$ cat src/rtl/router_out_arbiter.sv
// Round-robin arbiter for one router output port: grants one input for a whole packet, flags losers busy.
// Optional watchdog abort of over-long connections is compiled in with ROUTER_ARB_WATCHDOG_EN.
module router_out_arbiter #(
  parameter int NUM_PORTS = 16,
  parameter int IDX_W     = 4,
  parameter int WD_LIMIT  = 1024
) (
  input  logic                 clock,
  input  logic                 reset_n,
  input  logic [NUM_PORTS-1:0] req_n,
  input  logic [NUM_PORTS-1:0] frame_n,
  output logic [NUM_PORTS-1:0] grant_n,
  output logic [NUM_PORTS-1:0] busy_n,
  output logic [IDX_W-1:0]     sel,
  output logic                 conn_active,
  output logic                 timeout,
  output logic [1:0]           state_dbg
);

  typedef enum logic [1:0] {
    IDLE    = 2'd0,
    GRANT   = 2'd1,
    RELEASE = 2'd2
  } state_t;

  state_t                 state;
  state_t                 state_nxt;
  logic [IDX_W-1:0]       rr_ptr;
  logic [IDX_W-1:0]       rr_ptr_nxt;
  logic [IDX_W-1:0]       winner;
  logic [IDX_W-1:0]       owner;
  logic [IDX_W-1:0]       sel_nxt;
  logic                   found;
  logic                   seen_frame;
  logic                   seen_frame_nxt;
  logic                   release_req;
  logic                   wd_expire;
  logic [NUM_PORTS-1:0]   grant_nxt;
  logic [NUM_PORTS-1:0]   busy_nxt;
  logic                   conn_nxt;
  logic                   timeout_nxt;

  assign state_dbg = state;

  // Two passes: first the indices at or above rr_ptr, then the wrapped part below it.
  always_comb begin
    found  = 1'b0;
    winner = '0;
    for (int i = 0; i < NUM_PORTS; i++) begin
      if (!found && (i >= int'(rr_ptr)) && !req_n[i]) begin
        found  = 1'b1;
        winner = IDX_W'(i);
      end
    end
    for (int i = 0; i < NUM_PORTS; i++) begin
      if (!found && (i < int'(rr_ptr)) && !req_n[i]) begin
        found  = 1'b1;
        winner = IDX_W'(i);
      end
    end
  end

  // Before the packet starts the owner may walk away; after it starts only frame end releases.
  assign release_req = seen_frame ? frame_n[sel] : req_n[sel];

`ifdef ROUTER_ARB_WATCHDOG_EN
  localparam int WD_W = $clog2(WD_LIMIT + 1);
  logic [WD_W-1:0] wd_cnt;

  always_ff @(posedge clock or negedge reset_n) begin
    if (!reset_n) begin
      wd_cnt <= '0;
    end else if (state != GRANT) begin
      wd_cnt <= '0;
    end else if (wd_cnt != WD_W'(WD_LIMIT - 1)) begin
      wd_cnt <= wd_cnt + 1'b1;
    end
  end

  assign wd_expire = (state == GRANT) && (wd_cnt == WD_W'(WD_LIMIT - 1));
`else
  logic wd_unused;
  // The limit has no role without the watchdog.
  assign wd_unused = (WD_LIMIT > 0);
  assign wd_expire = 1'b0;
`endif

  // State register and all registered outputs.
  always_ff @(posedge clock or negedge reset_n) begin
    if (!reset_n) begin
      state       <= IDLE;
      rr_ptr      <= '0;
      seen_frame  <= 1'b0;
      grant_n     <= '1;
      busy_n      <= '1;
      sel         <= '0;
      conn_active <= 1'b0;
      timeout     <= 1'b0;
    end else begin
      state       <= state_nxt;
      rr_ptr      <= rr_ptr_nxt;
      seen_frame  <= seen_frame_nxt;
      grant_n     <= grant_nxt;
      busy_n      <= busy_nxt;
      sel         <= sel_nxt;
      conn_active <= conn_nxt;
      timeout     <= timeout_nxt;
    end
  end

  // Next-state logic.
  always_comb begin
    state_nxt      = state;
    rr_ptr_nxt     = rr_ptr;
    seen_frame_nxt = seen_frame;
    case (state)
      IDLE: begin
        if (found) begin
          state_nxt      = GRANT;
          seen_frame_nxt = 1'b0;
        end
      end
      GRANT: begin
        if (release_req || wd_expire) begin
          state_nxt  = RELEASE;
          rr_ptr_nxt = (sel == IDX_W'(NUM_PORTS - 1)) ? '0 : sel + 1'b1;
        end else if (!frame_n[sel]) begin
          seen_frame_nxt = 1'b1;
        end
      end
      RELEASE: state_nxt = IDLE;
      default: state_nxt = IDLE;
    endcase
  end

  // Output logic: values the output registers take at the next edge.
  always_comb begin
    owner       = (state == IDLE) ? winner : sel;
    grant_nxt   = '1;
    busy_nxt    = '1;
    sel_nxt     = sel;
    conn_nxt    = 1'b0;
    timeout_nxt = 1'b0;
    case (state_nxt)
      GRANT: begin
        sel_nxt  = owner;
        conn_nxt = 1'b1;
        for (int i = 0; i < NUM_PORTS; i++) begin
          if (IDX_W'(i) == owner) begin
            grant_nxt[i] = 1'b0;
          end else if (!req_n[i]) begin
            busy_nxt[i] = 1'b0;
          end
        end
      end
      RELEASE: timeout_nxt = (state == GRANT) && wd_expire && !release_req;
      default: ;
    endcase
  end

endmodule

$ cat config.mk
export PLATFORM = sky130hd
export DESIGN_NAME = router_out_arbiter
export DESIGN_NICKNAME = d
export VERILOG_FILES = /design/src/rtl/router_out_arbiter.sv
export SDC_FILE = /design/constraint.sdc
export NUM_CORES = 1
export LEC_CHECK = 0
export CAP_MARGIN = 20
export CORE_ASPECT_RATIO = 1.25
export CORE_MARGIN = 2
export CORE_UTILIZATION = 45
export DETAILED_ROUTE_END_ITERATION = 8
export PLACE_DENSITY = 0.71
export SLEW_MARGIN = 30
export SYNTH_ARGS = -nofsm -noshare
export SYNTH_HDL_FRONTEND = slang
export SYNTH_SLANG_ARGS = --single-unit
$ cat constraint.sdc
create_clock -name clock -period 5.2 [get_ports clock]
set_input_delay 1.04 -clock clock [delete_from_list [all_inputs] [get_ports clock]]
set_output_delay 1.04 -clock clock [all_outputs]
set_load 0.03 [all_outputs]
[Word-level counts from Yosys, hierarchy flattened]
Cells that the tools add are included.
Operators by class
  muxes and demuxes: 126
  eq/ne operators: 21
  add/sub/neg operators: 1
  $lt $le $gt $ge: 31
  reductions and logical operators: 111
Operator list (number)
  $mux 4: 28
  $mux 1: 87
  $logic_and 1x1->1: 60
  $logic_not 1->1: 46
  $eq 4x4->1 const A: 8
  $mux 16: 2
  $ge 4x4->1 const A: 7
  $lt 4x4->1 const A: 7
  $eq 3x4->1 const A: 4
  $ge 3x4->1 const A: 4
  $lt 3x4->1 const A: 4
  $bmux 1 s4: 2
  $eq 2x4->1 const A: 2
  $ge 1x4->1 const A: 2
  $ge 2x4->1 const A: 2
  $lt 1x4->1 const A: 2
  $lt 2x4->1 const A: 2
  $mux 2: 4
  $ne 2x2->1 const B: 3
  $lt 4x5->1 const B: 1
  $add 4x1->4 const B: 1
  $eq 1x4->1 const A: 1
  $eq 2x1->1 const B: 2
  $eq 4x4->1 const B: 1
  other kinds (8): 8
Word-level totals
  logic and storage cells: 297
  bits in registers: 44

[Depth between registers and ports, before layout]
Gate-level depths: netlist (run 1).
  word-level depth: 126
  gate-level depth with buffers: 12

[Least setup slack after synthesis (run 1)]
Ideal clock, no wire load.
  path kind: input -> register
  from: input port req_n[5]
  to: register grant_n[0]
  stages on the path: 9
  setup time: 0.088 ns
  path buffers: 1
  data required time: 5.112 ns
  slack: 2.025 ns
  data arrival time: 3.087 ns
  cells stage by stage: buf_2 a21o_1 a221oi_2 nor4b_1 o21ai_0 nand3_1 o31ai_4 nand3b_2 or3_1
On the way
  word-level cells in the longest chain between the ends: 106
  elaborated cells on any way between the ends: 139
Ends and longest elaborated chain
  start: declaration: line 10  | input logic [NUM_PORTS-1:0] req_n,
  $logic_not 1->1
  $logic_and 1x1->1: line 50  | if (!found && (i >= int'(rr_ptr)) && !req_n[i]) begin
  $mux 1: line 50
  $logic_not 1->1: line 50
  $logic_and 1x1->1 (2 in series): line 50
  $mux 1: line 50
  $logic_not 1->1: line 50
  $logic_and 1x1->1 (2 in series): line 50
  [... 88 more ...]
  $logic_not 1->1: line 56  | if (!found && (i < int'(rr_ptr)) && !req_n[i]) begin
  $logic_and 1x1->1 (2 in series): line 56
  $mux 1 / $mux 4 (equally long branches): line 56
  $mux 2 / $mux 4 (equally long branches): line 118, 138
  $pmux 2 s2 / $logic_not 4->1 (equally long branches): line 116, 149
  $eq 2x1->1 / $mux 1 (equally long branches): line 144, 149
  $mux 16 (*): line 144  | case (state_nxt)
  named net grant_nxt[0]: line 38  | logic [NUM_PORTS-1:0] grant_nxt;
  end signal: assignment: line 103  | grant_n <= grant_nxt;
  end: declaration: line 12  | output logic [NUM_PORTS-1:0] grant_n,
Mark *: on every way through the listed nets, which the timed path passes. The rest lies on a longest branch. The select of a mux whose other input is x is not followed.
A chain may end at the register's enable or synchronous reset.

[Worst setup path after layout (run 1)]
  from: input port req_n[5]
  to: register sel[0]
On the way
  word-level cells in the longest chain between the ends: 105
  elaborated cells on any way between the ends: 136
Ends and longest elaborated chain
  $logic_not 1->1
  $logic_and 1x1->1: line 50
  $mux 1: line 50
  $logic_not 1->1: line 50
  $logic_and 1x1->1 (2 in series): line 50
  $mux 1: line 50
  $logic_not 1->1: line 50
  $logic_and 1x1->1 (2 in series): line 50
  [... 87 more ...]
  $mux 1: line 56
  $logic_not 1->1: line 56
  $logic_and 1x1->1 (2 in series): line 56
  $mux 1: line 56
  $mux 2: line 118  | if (found) begin
  $pmux 2 s2 (*): line 116  | case (state)
  named net state_nxt[0]: line 27  | state_t state_nxt;
  $eq 2x1->1 (*): line 144
  end signal: assignment: line 105  | sel <= sel_nxt;
  end: declaration: line 14  | output logic [IDX_W-1:0] sel,
Marks and branches as above.

==> flow_summary.toml, run 1 <==
[route]
vias = 2608
drt_iter0_markers = 123
avgViaCountPerCell = 5.89
ant_nets = 0
drtPass1Iterations = 4
drcViolationCount = 0
routed_wl_um = 8320
post_drt_wl_per_cell_um = 18.8

[global_routing]
overflow = 0
grt_util_all_layers_pct = 22.6
grt_antenna_before_repair = 0
grt_max_degree = 45
grt_pass1_vias = 2493
grt_pass1_wl_um = 13000

[worst_setup_path]
reg2reg_depth = 8
end_kind = "register"
cp.required_ns = 5.41
crit_end = "sel[0]"
startpoint_type = "primary input"
critPathArrivalTime_ns = 4.22
rr_endpoint = "sel[0]"
r2r_start = "rr_ptr[2]"
worstSetupPathType = "primary input to register"
reg2reg_slack_ns = 1.60
crit_start = "req_n[5]"
critical_path.max_fanout = 25

[yosys]
yosysSeqAreaShare_pct = 37.2
async_flop_share_pct = 100
synth_most_common_cell = "dfstp_2"
synth_ff_type = "dfstp_2"
yosysTopAreaCell = "dfstp_2"
syn_nets = 329
netlist.area_leader.share_pct = 27.4
ys_top_cells_by_count = "dfstp_2 (32), o21ai_0 (30), nand2_1 (23)"
ys_top_cells_by_area = "dfstp_2 (27%), dfrtp_1 (9.8%), mux4_2 (7.3%)"
ys_types = 76
syn_avg_cell_area_um2 = 10.4
synth_area_um2 = 3070
synth_seq_cells = 44
synth_edf_count = 0
yosysWarnings = 0
postSynthCellCount = 294

[layout]
antenna_cells = 0
postLayoutCellArea_um2 = 3890
layout.nets = 390
area_growth_pct = 26.9
utilization_pct = 59.3
layout-drive-gt1-share_pct = 23.6

[flow_run]
cap_violations = 0

[clock_network]
cts_hold_buffers = 0
cts_tree = "yes"
postCtsResizedCells = 0
post_cts_buffers = 0
clk_pin_slew_ns = 0.08
cts_made_buffers = 5
clock_latency_ns = 0.29
cts-root-buf = "clkbuf_8"
clockBufferDepth = 2
h-tree-depth = 2
cts_sinks = 44

[power]
powerDensity_nw_per_um2 = 693
power.leakage_uw = 0.00141
ir_worst_vdd_uv = 269

[die]
die_w_um = 77.8
die_y_um = 96.3
core_region_area_um2 = 6570
placementRows = 33
ios = 74
initial_core_util_pct = 46.7
dieArea_um2 = 7490

[timing]
setup_violations = 0
fmax_mhz = 249
slew_violations = 0
finalCritPeriodShare_pct = 77.3
final.setup.tns_ns = 0
fin_skew_ns = 0.00813
maxSlewHeadroom_pct = 43.1
period_needed_ns = 4.02
tightestPinTransition_ns = 0.854
rsz0062_at_grt = "false"
finalHoldViolations = 0

[placed_design]
dpl_cell_area_um2 = 3760
dp_hpwl_um = 6350
numPortBuffers = 72
gp_congestion = 0.937

[hold_path]
hold_class = "register to register"

[run_status]
outcome = "completed"
[per-stage QoR]
step	hold slack [ns]	total power (uW)	setup WS, ns	cells
floorplan	0.546	1970	2.02	294
global placement	0.588	2390	1.05	435
detailed placement	0.583	2410	0.973	435
CTS	0.602	2700	1.26	443
global route	0.629	2870	0.949	443
finish	0.596	2700	1.18	443
[layer usage]
layer,vias up,share of wire (%),track usage [%]
met5,-,0,0
met3,17,4.5,3.00
met1,1261,39,26.7
met2,99,54,40.2
met4,0,2.7,11.8
li1,1231,-,-
[report_power, final]
part           total (uW)  switching [uW]  internal [uW]
logic                1670             962            704
registers             749             217            532
clock network         281             109            173
[cell families after synthesis]
family / after synthesis / synth area share, %
compound gates: 102 / 28.2
flops: 44 / 37.2
other cells: 1 / 0.122
xor+xnor: 1 / 0.286
simple gates: 101 / 18.6
fa+ha+maj: 1 / 0.408
buf+inv: 30 / 5.67
mux: 14 / 9.55
[how the worst min path moves through the flow]
stage / startpoint / endpoint / cells past startpoint
finish: seen_frame / seen_frame / 2
global route: seen_frame / seen_frame / 2
CTS: seen_frame / seen_frame / 2
detailed placement: seen_frame / seen_frame / 2
global placement: seen_frame / seen_frame / 2
floorplan: seen_frame / seen_frame / 2
[placed cells by master (no fill, tap or decap), types with 3 or more instances in the layout]
cell type | synthesis | final
a21o_1 | 5 | 5
dfrtp_1 | 12 | 12
o21ai_0 | 30 | 30
or3_1 | 4 | 4
nor2b_1 | 3 | 3
inv_1 | 11 | 11
nand3_1 | 9 | 9
dfstp_2 | 32 | 32
a21oi_1 | 10 | 10
mux4_2 | 10 | 10
a31oi_1 | 4 | 4
clkdlybuf4s50_1 | 0 | 71
nand2_1 | 23 | 23
o211ai_1 | 7 | 7
a211o_1 | 9 | 9
nand2b_1 | 12 | 12
clkbuf_8 | 0 | 5
nor2_1 | 20 | 20
nor3_1 | 7 | 7
[state kept, by name, indices dropped and copies added (netlist names)]
signal	flops
busy_n	16
conn_active	1
rr_ptr	4
state_dbg	2
seen_frame	1
sel	4
grant_n	16
[cell type report]
type / count / area (um2)
Clock buffer: 7 / 97.6
Clock inverter: 1 / 30.0
Fill cell: 561 / 2670
Inverter: 12 / 45.0
Multi-Input combinational cell: 220 / 1750
Sequential cell: 44 / 1140
Tap cell: 87 / 109
Timing Repair Buffer: 72 / 718
[critical path: stages]
cell and delay (ns):
clkdlybuf4s50_1 0.75, a21o_1 0.20, a221oi_2 0.09, nor4_2 0.68, a31oi_1 0.36, a31oi_4 0.63, inv_1 0.27, a31oi_1 0.19
Note: power is estimated with default switching activity, not from simulation.
==> inputs of run 2 (changes only) <==
clock period = 3.9 ns   (was 5.2 ns; I/O delays follow)
==> flow_summary.toml, run 2 (same netlist as run 1, synthesis figures left out) <==
[power]
powerDensity_nw_per_um2 = 911
ir_worst_vdd_uv = 364
power.leakage_uw = 0.00146
total_power_uw = 3630

[route]
post_drt_wl_per_cell_um = 17.6
ant_nets = 0
vias = 2709
drt_iter0_markers = 177
drcViolationCount = 0
drtPass1Iterations = 4
avgViaCountPerCell = 5.93
routed_wl_um = 8060

[worst_setup_path]
critical_path.max_fanout = 9
startpoint_type = "primary input"
end_kind = "register"
critPathArrivalTime_ns = 3.65
cp_cell_sequence = "clkdlybuf4s50_1, nand2b_1, a221oi_4, nor3_1, and4_4, a22o_4, o32a_4, or2_1, or3_1"
max_stage_delay_ns = 0.64
reg2reg_depth = 9
crit_path_top_delay_cell = "clkdlybuf4s50_1"
worstSetupPathType = "primary input to register"
cp.required_ns = 4.13

[global_routing]
grt_util_all_layers_pct = 22.9
grt_antenna_before_repair = 0
overflow = 0
grt_max_degree = 45
grt_pass1_vias = 2621
grt_pass1_wl_um = 13400

[layout]
largestRegisters = "busy_n x16, grant_n x16"
postLayoutCellArea_um2 = 3980
layout-drive-gt1-share_pct = 26.8
layout.nets = 404
layout_commonest_cell = "clkdlybuf4s50_1"
fin_cells = 457
area_growth_pct = 30.0
antenna_cells = 0
final_cell_mix = "clkdlybuf4s50_1 (71), dfstp_2 (32), o21ai_0 (30)"

[timing]
rsz0062_at_grt = "false"
whs_ns = 0.451
final.setup.tns_ns = 0
finalHoldViolations = 0
fin_skew_ns = 0.00893
setup_violations = 0
finalCritPeriodShare_pct = 87.8
period_needed_ns = 3.42
maxSlewHeadroom_pct = 45.4
fmax_mhz = 292
slew_violations = 0
tightestPinTransition_ns = 0.820

[die]
die_y_um = 96.3
core_region_area_um2 = 6570
ios = 74
initial_core_util_pct = 46.7
placementRows = 33
die_w_um = 77.8
dieArea_um2 = 7490

[clock_network]
cts_tree = "yes"
post_cts_buffers = 0
cts_made_buffers = 5
h-tree-depth = 2
cts_hold_buffers = 0
cts_sinks = 44
cts-root-buf = "clkbuf_8"
clk_pin_slew_ns = 0.08
postCtsResizedCells = 0
clockBufferDepth = 2
clock_latency_ns = 0.30

[run_status]
outcome = "completed"

[placed_design]
gp_congestion = 0.960
dpl_cell_area_um2 = 3870
numPortBuffers = 72
placed_cells = 449
dp_hpwl_um = 6390

[flow_run]
cap_violations = 0

[hold_path]
hold_class = "primary input to asynchronous set/reset pin"
## run 2: metrics by stage
stage	setup WS (ns)	utilization (%)
2_1_floorplan	0.985	-
3_3_place_gp	0.242	58.9
3_5_place_dp	0.185	58.9
4_1_cts	0.486	60.6
5_1_grt	0.321	60.7
6_report	0.475	60.7
## run 2: worst paths after layout
kind	start	to	slack, ns
hold reg to reg	seen_frame	seen_frame	0.59
hold / removal	reset_n	conn_active	0.45
setup reg to reg	rr_ptr[1]	busy_n[3]	0.74
setup / recovery	req_n[4]	grant_n[2]	0.48
max in group asynchronous	reset_n	busy_n[3]	3.08
min in group clock	seen_frame	seen_frame	0.59
## run 2: layer usage
metal	vias to the layer above	GRT usage, %	wire length [um]
met5	-	0	0
met4	0	8.18	160
met3	16	2.44	402
met2	111	41.2	4350
met1	1319	28.6	3150
li1	1263	-	-
## run 2: final cells by class
| class | instances | area, um2 |
|---|---|---|
| fill | 570 | 2580 |
| multi-input combinational | 220 | 1750 |
| sequential | 44 | 1140 |
| timing repair buffer | 86 | 823 |
| tap | 87 | 109 |
| clock buffer | 5 | 68.8 |
| clock inverter | 3 | 46.3 |
| inverter | 12 | 45.0 |
## run 2: critical path: cells and delay by family
kind	cells	cell delay, ns
and+or+nand+nor	5	1.24
buffers and inverters	1	0.64
AOI/OAI and AO/OA	3	0.98
## run 2: where the power goes
group | switching, uW | leakage [uW] | total [uW] | internal, uW
sequential | 229 | 0.000479 | 940 | 711
clock | 156 | 0.0000548 | 348 | 193
combinational | 1340 | 0.000931 | 2340 | 999
